--- src/rtl/gearbox_arbiter.sv ---
// Round-robin write-side scheduler for the 16-to-20-bit gearbox: grants atomic
// BURST_LEN-word bursts and zero-pads frames whose owner stalls too long.
module gearbox_arbiter #(
  parameter int NUM_REQ   = 4,
  parameter int BURST_LEN = 5,
  parameter int TIMEOUT   = 255
) (
  input  logic                   clk,
  input  logic                   res_n,
  input  logic [NUM_REQ-1:0]     req,
  input  logic [16*NUM_REQ-1:0]  data_in,
  output logic [NUM_REQ-1:0]     ack,
  output logic [NUM_REQ-1:0]     grant,
  output logic [2:0]             owner_id,
  input  logic                   gb_full,
  output logic                   gb_shift_in,
  output logic [15:0]            gb_data_in,
  output logic                   frame_done,
  output logic                   timeout,
  output logic                   busy
);

  typedef enum logic [1:0] {IDLE = 2'd0, BURST = 2'd1, PAD = 2'd2} state_e;

  localparam logic [3:0] CNT_LAST = 4'(BURST_LEN - 1);
  localparam logic [7:0] STL_LAST = 8'(TIMEOUT - 1);

  state_e               state_q, state_d;
  logic [NUM_REQ-1:0]   grant_q, grant_d;
  logic [2:0]           owner_q, owner_d;
  logic [3:0]           cnt_q, cnt_d;
  logic [7:0]           stl_q, stl_d;
  logic                 timeout_q, timeout_d;

  logic [2:0]           win_hi, win_lo, win_id;
  logic                 any_hi, any_req;
  logic [NUM_REQ-1:0]   win_oh;
  logic                 owner_req, xfer;
  logic [15:0]          owner_data;

  // Winner is the lowest requester above owner_q, else the lowest overall,
  // which leaves owner_q itself with the lowest priority.
  always_comb begin
    // NOTE: every combinational output gets a default first so no path infers a latch.
    win_hi = '0;
    win_lo = '0;
    any_hi = 1'b0;
    for (int i = NUM_REQ - 1; i >= 0; i--) begin
      if (req[i]) begin
        win_lo = 3'(i);
        if (3'(i) > owner_q) begin
          win_hi = 3'(i);
          any_hi = 1'b1;
        end
      end
    end
    win_id  = any_hi ? win_hi : win_lo;
    any_req = |req;
    for (int i = 0; i < NUM_REQ; i++) win_oh[i] = (3'(i) == win_id);
  end

  always_comb begin
    owner_req  = |(req & grant_q);
    owner_data = '0;
    for (int i = 0; i < NUM_REQ; i++) begin
      if (grant_q[i]) owner_data = data_in[16*i +: 16];
    end
  end

  assign xfer = (state_q == BURST) && owner_req && !gb_full;

  always_comb begin
    state_d     = state_q;
    grant_d     = grant_q;
    owner_d     = owner_q;
    cnt_d       = cnt_q;
    stl_d       = stl_q;
    timeout_d   = 1'b0;
    ack         = '0;
    gb_shift_in = 1'b0;
    gb_data_in  = '0;
    frame_done  = 1'b0;

    unique case (state_q)
      IDLE: begin
        if (any_req) begin
          grant_d = win_oh;
          owner_d = win_id;
          cnt_d   = '0;
          stl_d   = '0;
          state_d = BURST;
        end
      end

      BURST: begin
        if (xfer) begin
          gb_shift_in = 1'b1;
          gb_data_in  = owner_data;
          ack         = grant_q;
          stl_d       = '0;
          if (cnt_q == CNT_LAST) begin
            frame_done = 1'b1;
            cnt_d      = '0;
            if (any_req) begin
              grant_d = win_oh;
              owner_d = win_id;
            end else begin
              grant_d = '0;
              state_d = IDLE;
            end
          end else begin
            cnt_d = cnt_q + 4'd1;
          end
        end else if (!gb_full) begin
          if (stl_q == STL_LAST) begin
            grant_d   = '0;
            timeout_d = 1'b1;
            state_d   = PAD;
          end else begin
            stl_d = stl_q + 8'd1;
          end
        end
      end

      PAD: begin
        if (!gb_full) begin
          gb_shift_in = 1'b1;
          if (cnt_q == CNT_LAST) begin
            frame_done = 1'b1;
            cnt_d      = '0;
            state_d    = IDLE;
          end else begin
            cnt_d = cnt_q + 4'd1;
          end
        end
      end

      default: state_d = IDLE;
    endcase
  end

  // Reset restarts arbitration at requester 0 and abandons any partial frame.
  always_ff @(posedge clk or negedge res_n) begin
    if (!res_n) begin
      state_q   <= IDLE;
      grant_q   <= '0;
      owner_q   <= 3'(NUM_REQ - 1);
      cnt_q     <= '0;
      stl_q     <= '0;
      timeout_q <= 1'b0;
    end else begin
      // NOTE: non-blocking assignments so every register samples pre-edge values.
      state_q   <= state_d;
      grant_q   <= grant_d;
      owner_q   <= owner_d;
      cnt_q     <= cnt_d;
      stl_q     <= stl_d;
      timeout_q <= timeout_d;
    end
  end

  assign grant    = grant_q;
  assign owner_id = owner_q;
  assign timeout  = timeout_q;
  assign busy     = (state_q != IDLE);

endmodule
--- config.mk ---
export PLATFORM = sky130hd
export DESIGN_NAME = gearbox_arbiter
export DESIGN_NICKNAME = d
export VERILOG_FILES = /design/src/rtl/gearbox_arbiter.sv
export SDC_FILE = /design/constraint.sdc
export NUM_CORES = 1
export LEC_CHECK = 0
export ABC_AREA = 1
export BUFFER_PORTS_ARGS = -buffer_cell sky130_fd_sc_hd__buf_2
export CORE_MARGIN = 1.5
export CORE_UTILIZATION = 48
export CTS_BUF_LIST = sky130_fd_sc_hd__clkbuf_2
export DETAILED_ROUTE_END_ITERATION = 10
export PLACE_DENSITY = 0.84
export SLEW_MARGIN = 20
export SYNTH_ARGS = -nofsm -noshare
export SYNTH_HDL_FRONTEND = slang
export SYNTH_SLANG_ARGS = --single-unit
--- constraint.sdc ---
create_clock -name clk -period 2 [get_ports clk]
set_input_delay 0.3 -clock clk [delete_from_list [all_inputs] [get_ports clk]]
set_output_delay 0.3 -clock clk [all_outputs]
set_load 0.05 [all_outputs]
==> metrics.csv <==
metric;value;unit
syn_avg_cell_area;6.316;um2
finClkSkew;5.271;ps
start_util;51.11;%
async_reset_ff_share;100.0;%
gr-total-overflow;0;
dpl.hpwl;4.932;mm
hp-class;input port to register;
powerDensity;1175;nW/um2
core;4115;um2
path_class;register to output pin;
post-route-drc-count;0;
ios;102;
cts.sinks;21;
root_buffer;clkbuf_2;
vias;2818;
tritoncts;done;
synth_cell_types;31;
hold_viol;0;
final_cell_count_no_fill;498;
synth.net_count;412;
yosysWarnings;0;
drt-total-wl;7.752;mm
dr.pass1.iters;5;
yosys.area.top_type;dfrtp_1;
fp.dieH;69.20;um
outcome;complete, but fails checks;
track_usage;29.93;%
r2r_setup_slack;80;ps
regToRegEndpoint;grant[2];
clk_path_buf_depth;2;
ys.flop_type;dfrtp_1;
fin_crit_sh;105.4;%
insertion_delay;330;ps
die_w;69.20;um
viasPerCell;5.659;
path_cells;buf_6, nand2_2, nand2_2, o21ai_4, buf_4, buf_12, nor2_4, buf_6;
gp_congestion;0.8840;
cp_max_fo;8;
cellLeakagePower;1.653;nW
synth_area;2103;um2
die_area;4788;um2
numCtsBuffers;3;
crit_family;buffers and inverters;
finalCriticalPeriod;2107;ps
n_antenna_cell;0;
placed_cells;477;
fin_ws;-107.5;ps
max-cap-violations;0;
synth_mux_area_share;0;%
yosys.area_share.simple;34.56;%
maxSlewViolCount;0;
synth_edf_count;0;
layout-drive-gt1-share;44.20;%
htree_levels;1;
clkSlewWorstSetupHoldPaths;210;ps
endpoint_kind;output pin;
ys_seq_area_share;25.10;%
max-vdd-ir-drop;0.7109;mV
startpoint;grant[0];
grt_max_degree;34;
rr_worst_depth;11;
crit_buf_inv;4;
critical_path.reg2reg.startpoint;grant[0];
crit_required;1700;ps
antenna_found_initial;0;
critical-path-max-stage-delay;510;ps
violations;setup timing;
grt_pass1_vias;2714;
startpoint_type;register;
synthTopCellsByArea;dfrtp_1 (23%), nand2_1 (13%), nor2_1 (9.3%);
synth_xor_area_share;0.4164;%
endpoint;gb_data_in[2];
syn_to_final_growth;58.36;%
wire_per_inst;15.57;um
drtIter0Drc;245;
synth_compound_area_share;23.38;%
rsz0062_at_grt;true;
cp.depth;8;
final_antenna_net_count;0;
nets;528;
io_buffers;100;
synth-seq-cells;21;
syn_inst;333;
cp.arrival;1810;ps
grt_pass1_wl;12.03;mm
synth_top_family_by_area;simple AND/OR/NAND/NOR gates;
synth_top_area_share;22.61;%
row_count;23;
setup_violations;22;
power;3.913;mW
slowest_stage;dfrtp_2;
synth_adder_area_share;4.759;%
fmax;0.4745;GHz
==> layout by cell type, fill, tap and decap left out, types with 5 or more instances in the layout <==
master	netlist	routed
buf_12	0	5
nand2_1	72	69
a21oi_1	34	34
o21ai_0	22	6
o21ai_1	2	18
nand2_2	10	12
nor2_1	52	28
ha_1	8	7
nand4_1	9	9
buf_6	2	22
buf_2	6	79
nor2_4	0	23
inv_1	34	31
buf_8	1	6
dfrtp_1	19	14
buf_4	3	14
nand3_1	16	15
dfrtp_2	0	5
o31ai_1	16	13
==> flip-flops by register name, indices dropped and copies added (netlist names) <==
signal / flops
state_q: 2
cnt_q: 4
stl_q: 8
owner_id: 2
timeout: 1
grant: 4
==> synth_stat cells, types with 2 or more instances <==
cell type and n:
nand2_1 72, or2_2 2, o21ai_2 4, dfrtp_1 19, a21boi_0 2, buf_4 3, inv_1 34, o21ai_0 22
o21bai_1 2, o21ai_1 2, o31ai_1 16, buf_2 6, nand2_2 10, dfstp_2 2, nor2_1 52, nand3_1 16
ha_1 8, nand4_1 9, clkbuf_1 6, a21oi_1 34, buf_6 2
==> routing by layer <==
metal / global-route usage [%] / share of wire, % / vias up
met5: 0 / 0 / -
met4: 14.38 / 3.8 / 0
met3: 5.233 / 5.9 / 26
met2: 52.14 / 52 / 136
met1: 35.38 / 38 / 1329
li1: - / - / 1327
==> per-stage QoR <==
stage / hold WS [ps] / instance area [um2] / setup WS, ps / utilization (%) / setup TNS, ps
after floorplan: 4.409 / 2305 / 3.902 / - / 0
after global placement: 281.4 / 2880 / 173.5 / 69.99 / 0
after detailed placement: 283.7 / 2880 / 156.3 / 69.99 / 0
after CTS: 285.3 / 3171 / -90.91 / 77.04 / -994.7
after global routing: 307.4 / 3331 / -214.7 / 80.94 / -3936
final: 305.7 / 3331 / -107.5 / 80.94 / -2040
==> where the power goes <==
group          internal [mW]  total [mW]  switching [mW]
combinational           1.10        3.01            1.91
clock                 0.0529       0.193           0.140
sequential             0.556       0.715           0.158
total                   1.71        3.91            2.20
==> final cells by class <==
cell class / count / area [um2]
sequential: 21 / 534.3
inverter: 35 / 133.9
clock buffer: 4 / 20.02
fill: 274 / 784.5
timing repair buffer: 129 / 1001
tap: 50 / 62.56
multi-input combinational: 259 / 1579
==> tightest hold or removal path: stages <==
cell,delay (ps)
buf_2,150
inv_1,80
nand2_1,70
inv_1,30
==> worst min-delay path by stage <==
stage                        from       end  slack (ps)  cells after the start
after floorplan             res_n  cnt_q[0]           4                      0
after global placement      res_n  stl_q[6]         280                      1
after detailed placement    res_n  stl_q[6]         280                      1
after CTS                 gb_full   timeout         290                      4
after global routing      gb_full   timeout         310                      4
final                     gb_full   timeout         310                      4
==> repair_timing <==
| item | in CTS | in global routing |
|---|---|---|
| endpoints found under the hold margin | 19 | 0 |
| pin swaps | 20 | 16 |
| hold buffers | 1 | 0 |
| setup endpoints to repair | 22 | 42 |
| resized for setup | 66 | 32 |
| buffers inserted | 9 | 7 |
| gates cloned | 1 | 2 |
==> logic make-up after synthesis <==
| group | Yosys count |
|---|---|
| and+or+nand+nor | 166 |
| buffers and inverters | 53 |
| DFF | 21 |
| adders and majority gates | 8 |
| xor gates and xnor gates | 1 |
| other | 1 |
| AOI/OAI and AO/OA | 83 |
Note: power is estimated with default switching activity, not from simulation.
